## src/rtl/smpc_pad_responder_if.sv

```systemverilog
// Pin bundle for one SMPC peripheral port, as seen by the pad model.
// The master side is the host (SMPC and frontend); the slave side is the pad responder.
interface smpc_pad_responder_if;
    logic [6:0]  PI;
    logic [6:0]  PO;
    logic [15:0] JOY;
    logic        BUSY;

    modport master (output PI, output JOY, input PO, input BUSY);
    modport slave  (input PI, input JOY, output PO, output BUSY);
endinterface

```

## src/rtl/smpc_pad_responder.sv

```systemverilog
// Saturn digital pad responder for one SMPC port: answers the TH/TR/TL handshake with a nibble stream.
// Optional session watchdog enabled by defining PAD_TIMEOUT_EN.
module smpc_pad_responder #(
    parameter int unsigned SYNC_STAGES = 2,
    parameter int unsigned RESP_DLY    = 8,
    parameter int unsigned TIMEOUT     = 65535
) (
    input  logic                 CLK,
    input  logic                 RST,
    input  logic                 CE,
    smpc_pad_responder_if.slave  bus
);

    if (SYNC_STAGES < 2 || SYNC_STAGES > 4 || RESP_DLY < 1 || RESP_DLY > 255 || TIMEOUT < 1) begin : g_bad_param
        $error("smpc_pad_responder: parameter out of range");
    end

    typedef enum logic [1:0] {
        IDLE = 2'd0,
        SEL  = 2'd1,
        WAIT = 2'd2,
        LOCK = 2'd3
    } state_t;

    state_t state, state_n;

    logic [SYNC_STAGES-1:0] th_sync;
    logic [SYNC_STAGES-1:0] tr_sync;
    logic                   tr_prev;
    logic                   th_s;
    logic                   tr_s;
    logic                   tr_edge;

    logic [3:0]  d_q, d_n;
    logic        tl_q, tl_n;
    logic        busy_q, busy_n;
    logic [2:0]  idx_q, idx_n;
    logic [7:0]  dly_q, dly_n;
    logic [15:0] jl_q, jl_n;
    logic [3:0]  nibble;

`ifdef PAD_TIMEOUT_EN
    localparam int unsigned WD_W = $clog2(TIMEOUT + 1);
    logic [WD_W-1:0] wd_q, wd_n;
`endif

    logic unused_pi_bits;
    assign unused_pi_bits = ^bus.PI[4:0];

    assign th_s    = th_sync[SYNC_STAGES-1];
    assign tr_s    = tr_sync[SYNC_STAGES-1];
    assign tr_edge = (tr_s != tr_prev);

    always_ff @(posedge CLK or posedge RST) begin
        if (RST) begin
            th_sync <= '1;
            tr_sync <= '1;
            tr_prev <= 1'b1;
        end else if (CE) begin
            th_sync <= {th_sync[SYNC_STAGES-2:0], bus.PI[6]};
            tr_sync <= {tr_sync[SYNC_STAGES-2:0], bus.PI[5]};
            tr_prev <= tr_s;
        end
    end

    always_comb begin
        nibble = 4'h0;
        case (idx_q)
            3'd0:    nibble = 4'h0;
            3'd1:    nibble = 4'h2;
            3'd2:    nibble = jl_q[15:12];
            3'd3:    nibble = jl_q[11:8];
            3'd4:    nibble = jl_q[7:4];
            3'd5:    nibble = jl_q[3:0];
            default: nibble = 4'h0;
        endcase
    end

    always_ff @(posedge CLK or posedge RST) begin
        if (RST) begin
            state  <= IDLE;
            d_q    <= 4'hF;
            tl_q   <= 1'b1;
            busy_q <= 1'b0;
            idx_q  <= '0;
            dly_q  <= '0;
            jl_q   <= '0;
`ifdef PAD_TIMEOUT_EN
            wd_q   <= '0;
`endif
        end else if (CE) begin
            state  <= state_n;
            d_q    <= d_n;
            tl_q   <= tl_n;
            busy_q <= busy_n;
            idx_q  <= idx_n;
            dly_q  <= dly_n;
            jl_q   <= jl_n;
`ifdef PAD_TIMEOUT_EN
            wd_q   <= wd_n;
`endif
        end
    end

    always_comb begin
        state_n = state;
        d_n     = d_q;
        tl_n    = tl_q;
        busy_n  = busy_q;
        idx_n   = idx_q;
        dly_n   = dly_q;
        jl_n    = jl_q;
`ifdef PAD_TIMEOUT_EN
        wd_n    = wd_q;
`endif
        case (state)
            IDLE: begin
                if (!th_s) begin
                    jl_n    = bus.JOY;
                    idx_n   = '0;
                    tl_n    = tr_s;
                    d_n     = 4'h0;
                    busy_n  = 1'b1;
                    state_n = SEL;
`ifdef PAD_TIMEOUT_EN
                    wd_n    = '0;
`endif
                end
            end
            SEL: begin
                // TH release outranks a TR edge seen in the same cycle
                if (th_s) begin
                    d_n     = 4'hF;
                    tl_n    = 1'b1;
                    busy_n  = 1'b0;
                    state_n = IDLE;
                end else if (tr_edge) begin
                    d_n     = nibble;
                    idx_n   = (idx_q == 3'd7) ? idx_q : idx_q + 3'd1;
                    dly_n   = 8'(RESP_DLY);
                    state_n = WAIT;
`ifdef PAD_TIMEOUT_EN
                    wd_n    = '0;
                end else if (wd_q == WD_W'(TIMEOUT - 1)) begin
                    d_n     = 4'hF;
                    tl_n    = 1'b1;
                    busy_n  = 1'b0;
                    state_n = LOCK;
                end else begin
                    wd_n    = wd_q + WD_W'(1);
`endif
                end
            end
            WAIT: begin
                if (th_s) begin
                    d_n     = 4'hF;
                    tl_n    = 1'b1;
                    busy_n  = 1'b0;
                    state_n = IDLE;
                end else if (dly_q == 8'd1) begin
                    tl_n    = tr_s;
                    state_n = SEL;
                end else begin
                    dly_n   = dly_q - 8'd1;
                end
            end
`ifdef PAD_TIMEOUT_EN
            // Idle outputs, but a new session needs TH to rise first
            LOCK: begin
                if (th_s) state_n = IDLE;
            end
`endif
            default: begin
                d_n     = 4'hF;
                tl_n    = 1'b1;
                busy_n  = 1'b0;
                state_n = IDLE;
            end
        endcase
    end

    assign bus.PO   = {2'b00, tl_q, d_q};
    assign bus.BUSY = busy_q;

endmodule

```

## src/flat_wrapper.sv

```systemverilog
// flat-port wrapper written by rule: the top's interface ports become plain ports
module smpc_pad_responder_flat 
#(
    parameter int unsigned SYNC_STAGES = 2,
    parameter int unsigned RESP_DLY    = 8,
    parameter int unsigned TIMEOUT     = 65535
)
  (CLK, RST, CE, bus_PI, bus_JOY, bus_PO, bus_BUSY);
  smpc_pad_responder_if bus_i ();
  input  logic CLK;
  input  logic RST;
  input  logic CE;
  input wire logic [$bits(bus_i.PI)-1:0] bus_PI;
  input wire logic [$bits(bus_i.JOY)-1:0] bus_JOY;
  output wire logic [$bits(bus_i.PO)-1:0] bus_PO;
  output wire logic [$bits(bus_i.BUSY)-1:0] bus_BUSY;
  assign bus_i.PI = bus_PI;
  assign bus_i.JOY = bus_JOY;
  assign bus_PO = bus_i.PO;
  assign bus_BUSY = bus_i.BUSY;
  smpc_pad_responder #(.SYNC_STAGES(SYNC_STAGES), .RESP_DLY(RESP_DLY), .TIMEOUT(TIMEOUT)) u_core (.CLK(CLK), .RST(RST), .CE(CE), .bus(bus_i));
endmodule
```

## config.mk

```make
export PLATFORM = sky130hd
export DESIGN_NAME = smpc_pad_responder_flat
export DESIGN_NICKNAME = d
export VERILOG_FILES = /design/src/rtl/smpc_pad_responder_if.sv /design/src/rtl/smpc_pad_responder.sv /design/src/flat_wrapper.sv
export SDC_FILE = /design/constraint.sdc
export NUM_CORES = 1
export LEC_CHECK = 0
export BUFFER_PORTS_ARGS = -buffer_cell sky130_fd_sc_hd__buf_2
export CAP_MARGIN = 0
export CORE_MARGIN = 3
export CORE_UTILIZATION = 39
export CTS_BUF_LIST = sky130_fd_sc_hd__clkbuf_16
export DETAILED_ROUTE_END_ITERATION = 16
export GPL_TIMING_DRIVEN = 0
export PLACE_DENSITY_LB_ADDON = 0.08
export SLEW_MARGIN = 15
export SYNTH_ARGS = -nofsm -noshare
export SYNTH_HDL_FRONTEND = slang
export SYNTH_SLANG_ARGS = --single-unit
```

## constraint.sdc

```tcl
create_clock -name CLK -period 1.95 [get_ports CLK]
set_input_delay 0.195 -clock CLK [delete_from_list [all_inputs] [get_ports CLK]]
set_output_delay 0.195 -clock CLK [all_outputs]
set_load 0.05 [all_outputs]
```

==> results of run 1 <==
-- layer usage --
layer	vias to the layer above	share of wire	track usage
li1	808	-	-
met1	784	0.52	0.216
met2	26	0.43	0.223
met3	7	0.038	0.0351
met4	0	0.015	0.0532
met5	-	0	0
-- power by group through the flow --
stage	clock network, mW	logic [mW]	registers (mW)
after global routing	0.979	2.15	1.53
after CTS	0.938	1.88	1.47
after floorplan	0	1.30	1.60
final	0.905	1.92	1.48
after global placement	0	1.83	1.48
after detailed placement	0	1.86	1.48
-- path summary, 6_finish.rpt --
kind | to | slack [ns] | depth (start not counted) | start
worst max register to register | u_core.dly_q[6] | 0.09 | 6 | u_core.state[0]
min in group asynchronous | u_core.dly_q[6] | 0.38 | 3 | RST
worst min-delay path | u_core.tr_sync[0] | 0.15 | 2 | bus_PI[5]
worst max-delay path | u_core.dly_q[6] | 0.09 | 6 | u_core.state[0]
max in group asynchronous | u_core.th_sync[0] | 1.07 | 4 | RST
worst min register to register | u_core.tl_q | 0.49 | 2 | u_core.tl_q
-- cell usage in the layout, fill, tap and decap left out, types with 4 or more instances in the layout --
master	instances
buf_4	5
nor2_1	4
nand2b_1	7
ha_1	10
a21o_1	5
a21oi_1	15
buf_2	26
inv_1	9
clkbuf_16	5
dfstp_2	10
dfrtp_1	30
o22a_1	4
mux2_2	22
o21ai_0	10
nand2_1	11
-- final cells by class --
cell class,count,area [um^2]
fillers,520,2620
multi-input cells,145,1170
flip-flops and latches,40,1010
repair buffers,28,160
clock buffers,5,125
well taps,70,87.6
plain buffers,8,51.3
inverters,11,41.3
clock inverters,3,38.8
-- kinds of logic after synthesis --
kind of cell             count (synthesis)
AO/OA/AOI/OAI                           53
AND/OR/NAND/NOR                         52
flip-flops                              40
multiplexers                            24
buffers and inverters                   20
adder cells (fa/ha/maj)                 12
XOR/XNOR                                 2
other                                    1
-- worst max-delay path, stage by stage (launching register included) --
cell and delay [ns]:
dfrtp_1 0.40, inv_1 0.10, ha_2 0.32, nor4bb_2 0.20
a21oi_4 0.26, or4b_1 0.45, nand2_1 0.07
-- sequential cells by signal, summed over array words and instances, names as in the netlist --
register	flops
u_core.bus.BUSY	1
u_core.d_q	4
u_core.dly_q	8
u_core.idx_q	3
u_core.jl_q	16
u_core.state	2
u_core.th_sync	2
u_core.tl_q	1
u_core.tr_prev	1
u_core.tr_sync	2
-- repair_timing --
item / CTS / global route
pin swaps: 0 / 0
setup endpoints to repair: 13 / 17
hold buffers: 1 / 0
endpoints found under the hold margin: 8 / 0
gates resized for setup: 4 / 12
==> impl_metrics.prom, run 1 <==
# TYPE chip_impl_metric gauge
chip_impl_metric{name="yosys.area_share.adder",unit=""} 0.0674
chip_impl_metric{name="synth_edf_count",unit=""} 0
chip_impl_info{name="post_synth_main_area_contributors",value="dfrtp_1 (34%), dfstp_2 (12%), mux2_2 (11%)"} 1
chip_impl_metric{name="globalplace.congestion",unit=""} 0.761
chip_impl_metric{name="design.core.area",unit="um^2"} 5300
chip_impl_metric{name="part_of_the_total_power_dissipated_in_the_clock_network",unit=""} 0.210
chip_impl_metric{name="grt_pass1_wl",unit="um"} 7740
chip_impl_metric{name="setup_ws",unit="ns"} 0.0887
chip_impl_metric{name="cp_data_required_time",unit="ns"} 2.17
chip_impl_metric{name="grt_overflow_total",unit=""} 0
chip_impl_metric{name="hold_viol_final",unit=""} 0
chip_impl_metric{name="gate_count_after_technology_mapping",unit=""} 204
chip_impl_info{name="path_class",value="flip-flop to flip-flop"} 1
chip_impl_metric{name="final_cells",unit=""} 310
chip_impl_metric{name="power.total",unit="mW"} 4.30
chip_impl_metric{name="post-route-drc-count",unit=""} 0
chip_impl_metric{name="preCtsSetupSlack",unit="ns"} -0.253
chip_impl_metric{name="power.switching_fraction",unit=""} 0.386
chip_impl_info{name="hold_class",value="input pin to flip-flop"} 1
chip_impl_metric{name="report.final.slew_viol_count",unit=""} 0
chip_impl_metric{name="area_delta_synth_final",unit="%"} 20.6
chip_impl_metric{name="placement.cell_area",unit="um^2"} 2470
chip_impl_info{name="yosysTopAreaCell",value="dfrtp_1"} 1
chip_impl_metric{name="timing.final.crit_period",unit="ns"} 1.86
chip_impl_info{name="cts_root_buf",value="clkbuf_16"} 1
chip_impl_metric{name="floorplan.die.height",unit="um"} 81.6
chip_impl_metric{name="ant_nets_after_route",unit=""} 0
chip_impl_metric{name="grt_antenna_before_repair",unit=""} 0
chip_impl_metric{name="max_freq",unit="GHz"} 0.537
chip_impl_metric{name="hpwl",unit="um"} 3360
chip_impl_metric{name="floorplan.initialDensity",unit=""} 0.420
chip_impl_metric{name="pin_count_of_the_biggest_net_entering_global_routing",unit=""} 32
chip_impl_metric{name="overall_routing_resource_usage",unit=""} 0.151
chip_impl_metric{name="synth_compound_gate_area_share",unit=""} 0.156
chip_impl_info{name="timing.critical_path.from_type",value="flip-flop"} 1
chip_impl_info{name="synthMostInstantiatedCell",value="dfrtp_1"} 1
chip_impl_metric{name="intPower",unit="mW"} 2.64
chip_impl_info{name="synth_top_family_by_area",value="compound AO/OA/AOI/OAI gates"} 1
chip_impl_metric{name="crit_path_max_fanout",unit=""} 8
chip_impl_metric{name="fp.dieW",unit="um"} 81.6
chip_impl_metric{name="number_of_flip_flops_and_latches_in_the_synthesized_netlist",unit=""} 40
chip_impl_metric{name="final_util",unit=""} 0.506
chip_impl_metric{name="routed_via_density",unit=""} 5.24
chip_impl_metric{name="final_design_area_no_fill",unit="um^2"} 2690
chip_impl_metric{name="routedWlPerCell",unit="um"} 14.2
chip_impl_metric{name="synth.distinct_cells",unit=""} 47
chip_impl_info{name="ys_flop_type",value="dfrtp_1"} 1
chip_impl_metric{name="place_inst",unit=""} 302
chip_impl_metric{name="power.combinational.fraction",unit=""} 0.445
chip_impl_metric{name="post-route-period-util",unit=""} 0.955
chip_impl_metric{name="cts_sinks",unit=""} 40
chip_impl_metric{name="finalHoldWorstSlack",unit="ns"} 0.147
chip_impl_metric{name="pwr_density_cell",unit="nW/um^2"} 1600
chip_impl_metric{name="proportion_of_netlist_area_held_by_the_largest_area_contributor",unit=""} 0.337
chip_impl_metric{name="inserted_diodes",unit=""} 0
chip_impl_metric{name="clk_transition_reported_paths",unit="ns"} 0.06
chip_impl_metric{name="post-cts-setup-buffers",unit=""} 0
chip_impl_metric{name="htreeDepth",unit=""} 2
chip_impl_metric{name="ys_async_sr_fraction",unit=""} 1.00
chip_impl_metric{name="worst_ir_drop_vdd",unit="mV"} 1.02
chip_impl_metric{name="crit_arrival",unit="ns"} 2.08
chip_impl_metric{name="p_sw",unit="mW"} 1.66
chip_impl_metric{name="synth_xor_xnor_area_share",unit=""} 0.0112
chip_impl_metric{name="ios",unit=""} 34
chip_impl_info{name="netlist_top_cells_count",value="dfrtp_1 (30), mux2_2 (22), a21oi_1 (17)"} 1
chip_impl_metric{name="power.sequential.fraction",unit=""} 0.344
chip_impl_metric{name="synth-seq-area-share",unit=""} 0.455
chip_impl_metric{name="rows",unit=""} 26
chip_impl_info{name="cts_tree",value="done"} 1
chip_impl_metric{name="nNetsFinal",unit=""} 277
chip_impl_metric{name="syn-cell-area",unit="um^2"} 2230
chip_impl_info{name="setup.worst_path.end_class",value="flip-flop"} 1
chip_impl_metric{name="numCtsBuffers",unit=""} 5
chip_impl_metric{name="count_of_max_cap_constraint_violations",unit=""} 0
chip_impl_metric{name="synth_simple_gate_area_share",unit=""} 0.147
chip_impl_metric{name="place.port_buffers",unit=""} 26
chip_impl_info{name="outcome",value="finished, final reports clean"} 1
chip_impl_metric{name="detail_route.wirelength",unit="um"} 4420
chip_impl_metric{name="detail_route.first_pass.iterations",unit=""} 4
chip_impl_metric{name="power.leakage",unit="nW"} 1.20
chip_impl_metric{name="dr.first_iter.drc_count",unit=""} 55
chip_impl_metric{name="final.setup_skew",unit="ns"} 0.00132
chip_impl_metric{name="synth.area.mux_share",unit=""} 0.120
chip_impl_metric{name="first_global_vias",unit=""} 1652
chip_impl_metric{name="fraction_of_final_layout_cells_with_drive_strength_greater_than_1",unit=""} 0.375
chip_impl_metric{name="timing.final.setup_violations",unit=""} 0
chip_impl_metric{name="route.vias.total",unit=""} 1625
chip_impl_metric{name="full_die_area",unit="um^2"} 6650
chip_impl_metric{name="yosysWarnings",unit=""} 0
chip_impl_metric{name="setup_tns",unit="ns"} 0
chip_impl_metric{name="clock_insertion_delay_worst_skew",unit="ns"} 0.28
chip_impl_metric{name="syn_area_per_cell",unit="um^2"} 10.9
chip_impl_metric{name="max-clock-path-buffers",unit=""} 2
Power figures use the tool's default switching activity.
==> inputs of run 2 (changes only) <==
==> constraint.sdc (replaced) <==
create_clock -name CLK -period 2.17 [get_ports CLK]
set_input_delay 0.217 -clock CLK [delete_from_list [all_inputs] [get_ports CLK]]
set_output_delay 0.217 -clock CLK [all_outputs]
set_load 0.05 [all_outputs]
==> impl_metrics.prom, run 2 (synthesized netlist as in run 1, its figures left out) <==
# TYPE chip_impl_metric gauge
chip_impl_metric{name="max_freq",unit="GHz"} 0.504
chip_impl_metric{name="setup_ws",unit="ns"} 0.187
chip_impl_metric{name="nNetsFinal",unit=""} 278
chip_impl_info{name="outcome",value="finished, final reports clean"} 1
chip_impl_info{name="cp_slowest_cell",value="or4b_1"} 1
chip_impl_info{name="timing.critical_path.from_type",value="flip-flop"} 1
chip_impl_metric{name="crit_arrival",unit="ns"} 2.20
chip_impl_metric{name="power.total",unit="mW"} 3.81
chip_impl_metric{name="fraction_of_final_layout_cells_with_drive_strength_greater_than_1",unit=""} 0.332
chip_impl_metric{name="hold_viol_final",unit=""} 0
chip_impl_metric{name="flip_flop_count_of_the_largest_register_all_copies_and_words_added",unit=""} 16
chip_impl_metric{name="clock_insertion_delay_worst_skew",unit="ns"} 0.28
chip_impl_metric{name="hpwl",unit="um"} 3360
chip_impl_metric{name="preCtsSetupSlack",unit="ns"} -0.0332
chip_impl_metric{name="routedWlPerCell",unit="um"} 14.2
chip_impl_metric{name="placement.cell_area",unit="um^2"} 2470
chip_impl_metric{name="power.leakage",unit="nW"} 1.20
chip_impl_metric{name="critical_path.max_stage_delay",unit="ns"} 0.45
chip_impl_info{name="largest_registers",value="u_core.jl_q (16), u_core.dly_q (8), u_core.d_q (4)"} 1
chip_impl_info{name="layout.cells.most_common",value="dfrtp_1"} 1
chip_impl_metric{name="full_die_area",unit="um^2"} 6650
chip_impl_metric{name="grt_pass1_wl",unit="um"} 7720
chip_impl_info{name="maxUsedRoutingLayer",value="met4"} 1
chip_impl_info{name="cts_root_buf",value="clkbuf_16"} 1
chip_impl_metric{name="globalplace.congestion",unit=""} 0.761
chip_impl_metric{name="count_of_max_cap_constraint_violations",unit=""} 0
chip_impl_metric{name="wl_met1",unit="um"} 2290
chip_impl_info{name="cts_tree",value="done"} 1
chip_impl_metric{name="numCtsBuffers",unit=""} 5
chip_impl_metric{name="pwr_density_cell",unit="nW/um^2"} 1440
chip_impl_metric{name="met3_wirelength",unit="um"} 196
chip_impl_info{name="cp_cell_sequence",value="inv_1, ha_1, clkbuf_1, nor4bb_1, a21oi_4, or4b_1, nand2_1"} 1
chip_impl_metric{name="crit_path_max_fanout",unit=""} 10
chip_impl_metric{name="ant_nets_after_route",unit=""} 0
chip_impl_metric{name="timing.final.crit_period",unit="ns"} 1.98
chip_impl_metric{name="routed_via_density",unit=""} 5.26
chip_impl_info{name="path_class",value="flip-flop to flip-flop"} 1
chip_impl_metric{name="setup_tns",unit="ns"} 0
chip_impl_metric{name="rows",unit=""} 26
chip_impl_metric{name="cts_sinks",unit=""} 40
chip_impl_metric{name="final.setup_skew",unit="ns"} 0.00279
chip_impl_info{name="hold_class",value="input pin to flip-flop"} 1
chip_impl_metric{name="report.final.slew_viol_count",unit=""} 0
chip_impl_metric{name="detailroute.wirelength.met2",unit="um"} 1870
chip_impl_metric{name="route.vias.total",unit=""} 1637
chip_impl_metric{name="floorplan.die.height",unit="um"} 81.6
chip_impl_metric{name="detail_route.wirelength",unit="um"} 4430
chip_impl_metric{name="floorplan.initialDensity",unit=""} 0.420
chip_impl_metric{name="clk_transition_reported_paths",unit="ns"} 0.06
chip_impl_info{name="max_flop_register",value="u_core.jl_q"} 1
chip_impl_metric{name="post-route-drc-count",unit=""} 0
chip_impl_metric{name="timing.final.setup_violations",unit=""} 0
chip_impl_metric{name="design.core.area",unit="um^2"} 5300
chip_impl_metric{name="worst_ir_drop_vdd",unit="mV"} 0.923
chip_impl_metric{name="max-clock-path-buffers",unit=""} 2
chip_impl_metric{name="pin_count_of_the_biggest_net_entering_global_routing",unit=""} 32
chip_impl_metric{name="inserted_diodes",unit=""} 0
chip_impl_metric{name="grt_overflow_total",unit=""} 0
chip_impl_metric{name="grt_antenna_before_repair",unit=""} 0
chip_impl_metric{name="htreeDepth",unit=""} 2
chip_impl_metric{name="finalHoldWorstSlack",unit="ns"} 0.169
chip_impl_metric{name="area_delta_synth_final",unit="%"} 19.1
chip_impl_info{name="setup.worst_path.end_class",value="flip-flop"} 1
chip_impl_metric{name="dr.first_iter.drc_count",unit=""} 68
chip_impl_metric{name="overall_routing_resource_usage",unit=""} 0.150
chip_impl_metric{name="ios",unit=""} 34
chip_impl_metric{name="first_global_vias",unit=""} 1652
chip_impl_metric{name="place.port_buffers",unit=""} 26
chip_impl_metric{name="cp_data_required_time",unit="ns"} 2.39
chip_impl_metric{name="fp.dieW",unit="um"} 81.6
chip_impl_info{name="commonest_non_fill_non_tap_cells_in_the_layout",value="dfrtp_1 (30), buf_2 (27), mux2_2 (22), a21oi_1 (16)"} 1
chip_impl_metric{name="post-route-period-util",unit=""} 0.914
chip_impl_metric{name="detail_route.first_pass.iterations",unit=""} 4
chip_impl_metric{name="final_design_area_no_fill",unit="um^2"} 2650
chip_impl_info{name="unrepaired_setup_endpoints_after_global_routing",value="false"} 1
## run 2: changes by cell type in the layout (fill, tap and decap cells not counted), sizes merged
cell / delta
clkbuf: +1
## run 2: final cells by class
class | count | area (um^2)
fill | 521 | 2650
clock inverter | 3 | 38.8
inverter | 11 | 41.3
clock buffer | 5 | 125
sequential | 40 | 1010
timing repair buffer | 28 | 160
tap | 70 | 87.6
buffer | 9 | 51.3
multi-input combinational | 145 | 1130
## run 2: repair_timing
item	in CTS	in global routing
hold buffers	1	0
resized for setup	1	3
hold endpoints to repair	8	0
buffers inserted	0	0
endpoints found under the setup margin	1	11
## run 2: critical path: cells and delay by family (launching register included)
| kind | cells | cell delay, ns |
|---|---|---|
| AND/OR/NAND/NOR | 3 | 0.67 |
| adder cells (fa/ha/maj) | 1 | 0.14 |
| AO/OA/AOI/OAI | 1 | 0.27 |
| buffers and inverters | 2 | 0.43 |
| flip-flops | 1 | 0.41 |
## run 2: path summary, 6_finish.rpt
check,start,depth (start not counted),to,slack [ns]
hold reg to reg,u_core.tl_q,2,u_core.tl_q,0.49
setup / recovery,u_core.state[0],7,u_core.dly_q[6],0.19
hold / removal,bus_PI[5],2,u_core.tr_sync[0],0.17
setup reg to reg,u_core.state[0],7,u_core.dly_q[6],0.19
max in group asynchronous,RST,4,u_core.th_sync[0],1.27
min in group asynchronous,RST,3,u_core.dly_q[6],0.40
## run 2: layer usage
metal / global-route usage / up-vias
li1: - / 808
met1: 0.213 / 788
met2: 0.224 / 35
met3: 0.0351 / 6
met4: 0.0532 / 0
met5: 0 / -
## run 2: power by group
group / total (mW) / switching (mW) / internal [mW]
sequential: 1.32 / 0.220 / 1.10
combinational: 1.67 / 0.974 / 0.700
clock: 0.816 / 0.281 / 0.536
total: 3.81 / 1.47 / 2.34
## run 2: stage by stage
step                std cells  utilization
floorplan                 205            -
global placement          301        0.462
detailed placement        302        0.466
CTS                       311        0.499
global route              311        0.500
finish                    311        0.500
==> inputs of run 3 (changes only) <==
--- a/config.mk
+++ b/config.mk
@@ -9,7 +9,6 @@
 export CAP_MARGIN = 0
 export CORE_MARGIN = 3
 export CORE_UTILIZATION = 39
-export CTS_BUF_LIST = sky130_fd_sc_hd__clkbuf_16
 export DETAILED_ROUTE_END_ITERATION = 16
 export GPL_TIMING_DRIVEN = 0
 export PLACE_DENSITY_LB_ADDON = 0.08
==> impl_metrics.prom, run 3 (synthesized netlist as in run 1, its figures left out) <==
# TYPE chip_impl_metric gauge
chip_impl_metric{name="design.core.area",unit="um^2"} 5300
chip_impl_metric{name="count_of_max_cap_constraint_violations",unit=""} 0
chip_impl_metric{name="power.leakage",unit="nW"} 1.17
chip_impl_metric{name="grt_pass1_wl",unit="um"} 7660
chip_impl_metric{name="route.vias.total",unit=""} 1627
chip_impl_metric{name="inserted_diodes",unit=""} 0
chip_impl_metric{name="preCtsSetupSlack",unit="ns"} -0.0332
chip_impl_metric{name="detail_route.wirelength",unit="um"} 4380
chip_impl_metric{name="crit_arrival",unit="ns"} 2.21
chip_impl_metric{name="cts_sinks",unit=""} 40
chip_impl_metric{name="max_freq",unit="GHz"} 0.506
chip_impl_metric{name="globalplace.congestion",unit=""} 0.761
chip_impl_metric{name="cp_data_required_time",unit="ns"} 2.40
chip_impl_metric{name="pin_count_of_the_biggest_net_entering_global_routing",unit=""} 32
chip_impl_metric{name="fp.dieW",unit="um"} 81.6
chip_impl_metric{name="report.final.slew_viol_count",unit=""} 0
chip_impl_metric{name="clk_transition_reported_paths",unit="ns"} 0.08
chip_impl_metric{name="r2r_cells",unit=""} 7
chip_impl_metric{name="nNetsFinal",unit=""} 278
chip_impl_metric{name="post-route-drc-count",unit=""} 0
chip_impl_metric{name="p_sw",unit="mW"} 1.44
chip_impl_metric{name="rows",unit=""} 26
chip_impl_info{name="endpoint_with_the_worst_hold_slack",value="u_core.jl_q[5]"} 1
chip_impl_info{name="hold_startpoint",value="bus_JOY[5]"} 1
chip_impl_metric{name="place.port_buffers",unit=""} 26
chip_impl_metric{name="timing.final.crit_period",unit="ns"} 1.98
chip_impl_metric{name="clock_insertion_delay_worst_skew",unit="ns"} 0.29
chip_impl_metric{name="first_global_vias",unit=""} 1633
chip_impl_metric{name="grt_antenna_before_repair",unit=""} 0
chip_impl_info{name="cts_root_buf",value="clkbuf_8"} 1
chip_impl_metric{name="worst_ir_drop_vdd",unit="mV"} 0.916
chip_impl_metric{name="post-cts-setup-buffers",unit=""} 0
chip_impl_metric{name="setup.reg_to_reg.worst_slack",unit="ns"} 0.19
chip_impl_metric{name="detail_route.first_pass.iterations",unit=""} 4
chip_impl_metric{name="crit_path_max_fanout",unit=""} 10
chip_impl_metric{name="hpwl",unit="um"} 3360
chip_impl_metric{name="power.combinational.fraction",unit=""} 0.466
chip_impl_metric{name="overall_routing_resource_usage",unit=""} 0.150
chip_impl_metric{name="final_cells",unit=""} 311
chip_impl_info{name="hold_class",value="input pin to flip-flop"} 1
chip_impl_info{name="timing.rr.start",value="u_core.state[0]"} 1
chip_impl_metric{name="final.setup_skew",unit="ns"} 0.00508
chip_impl_metric{name="floorplan.die.height",unit="um"} 81.6
chip_impl_metric{name="routedWlPerCell",unit="um"} 14.1
chip_impl_info{name="unrepaired_setup_endpoints_after_global_routing",value="false"} 1
chip_impl_metric{name="routed_via_density",unit=""} 5.23
chip_impl_metric{name="ant_nets_after_route",unit=""} 0
chip_impl_info{name="path_class",value="flip-flop to flip-flop"} 1
chip_impl_metric{name="full_die_area",unit="um^2"} 6650
chip_impl_info{name="outcome",value="finished, final reports clean"} 1
chip_impl_metric{name="part_of_the_total_power_dissipated_in_the_clock_network",unit=""} 0.166
chip_impl_metric{name="grt_overflow_total",unit=""} 0
chip_impl_info{name="max_flop_register",value="u_core.jl_q"} 1
chip_impl_metric{name="fraction_of_final_layout_cells_with_drive_strength_greater_than_1",unit=""} 0.332
chip_impl_metric{name="post-route-period-util",unit=""} 0.912
chip_impl_info{name="largest_registers",value="u_core.jl_q (16), u_core.dly_q (8), u_core.d_q (4)"} 1
chip_impl_metric{name="hold_path_depth",unit=""} 2
chip_impl_info{name="cts_tree",value="done"} 1
chip_impl_metric{name="pwr_density_cell",unit="nW/um^2"} 1380
chip_impl_metric{name="intPower",unit="mW"} 2.14
chip_impl_metric{name="setup_tns",unit="ns"} 0
chip_impl_metric{name="timing.final.setup_violations",unit=""} 0
chip_impl_metric{name="power.total",unit="mW"} 3.58
chip_impl_info{name="setup.worst_path.end_class",value="flip-flop"} 1
chip_impl_metric{name="setup_ws",unit="ns"} 0.192
chip_impl_info{name="layout.cells.most_common",value="dfrtp_1"} 1
chip_impl_metric{name="floorplan.initialDensity",unit=""} 0.420
chip_impl_metric{name="place_inst",unit=""} 302
chip_impl_metric{name="flip_flop_count_of_the_largest_register_all_copies_and_words_added",unit=""} 16
chip_impl_metric{name="ios",unit=""} 34
chip_impl_info{name="reg2reg_to",value="u_core.dly_q[6]"} 1
chip_impl_info{name="commonest_non_fill_non_tap_cells_in_the_layout",value="dfrtp_1 (30), buf_2 (27), mux2_2 (22), a21oi_1 (16)"} 1
chip_impl_metric{name="numCtsBuffers",unit=""} 5
chip_impl_metric{name="power.switching_fraction",unit=""} 0.402
chip_impl_metric{name="max-clock-path-buffers",unit=""} 2
chip_impl_metric{name="htreeDepth",unit=""} 2
chip_impl_metric{name="final_util",unit=""} 0.490
chip_impl_metric{name="power.sequential.fraction",unit=""} 0.368
chip_impl_metric{name="dr.first_iter.drc_count",unit=""} 48
chip_impl_metric{name="hold_viol_final",unit=""} 0
chip_impl_info{name="timing.critical_path.from_type",value="flip-flop"} 1
chip_impl_metric{name="area_delta_synth_final",unit="%"} 16.6
## run 3: changes by cell type in the layout (fill, tap and decap cells not counted), sizes merged
cell and change:
clkbuf +1, inv -1
## run 3: area by class of cell
type / instances / area, um^2
clock buffer: 6 / 72.6
inverter: 11 / 41.3
tap: 70 / 87.6
multi-input combinational: 145 / 1130
sequential: 40 / 1010
fill: 526 / 2710
timing repair buffer: 28 / 160
buffer: 9 / 51.3
clock inverter: 2 / 35.0
## run 3: worst max path at each step
stage                                 start               to  slack [ns]  cells after the start
after floorplan             u_core.dly_q[1]  u_core.state[0]        0.35                      6
after global placement      u_core.dly_q[1]  u_core.state[0]       -0.03                      6
after detailed placement    u_core.dly_q[1]  u_core.state[0]       -0.03                      6
after CTS                 u_core.th_sync[1]   u_core.jl_q[0]        0.04                      5
after global routing        u_core.state[0]  u_core.dly_q[6]        0.04                      7
final                       u_core.state[0]  u_core.dly_q[6]        0.19                      7
## run 3: critical path: stages, from the launching register on
cell	delay, ns
dfrtp_1	0.41
inv_1	0.09
ha_1	0.14
clkbuf_1	0.33
nor4bb_1	0.15
a21oi_4	0.27
or4b_1	0.45
nand2_1	0.07
## run 3: repair_timing
| item | 4_1_cts | 5_1_grt |
|---|---|---|
| endpoints found under the setup margin | 1 | 11 |
| gates resized for setup | 1 | 3 |
| pin swaps | 0 | 0 |
| hold endpoints to repair | 8 | 0 |
| hold buffers | 1 | 0 |
## run 3: layer usage
metal	GRT usage	up-vias	routed length, um
li1	-	803	-
met1	0.215	787	2270
met2	0.220	33	1880
met3	0.0384	4	188
met4	0.0482	0	40
met5	0	-	0
## run 3: power groups by stage
stage	clock network (mW)	registers (mW)	logic [mW]
floorplan	0	1.44	1.17
global placement	0	1.33	1.64
detailed placement	0	1.33	1.67
CTS	0.621	1.32	1.68
global route	0.663	1.37	1.87
finish	0.595	1.32	1.67
## run 3: per-stage QoR
stage / hold WS [ns] / cell area, um^2
3_3_place_gp: 0.450 / 2450
5_1_grt: 0.145 / 2600
2_1_floorplan: 0.368 / 2230
4_1_cts: 0.147 / 2590
6_report: 0.157 / 2600
3_5_place_dp: 0.163 / 2470
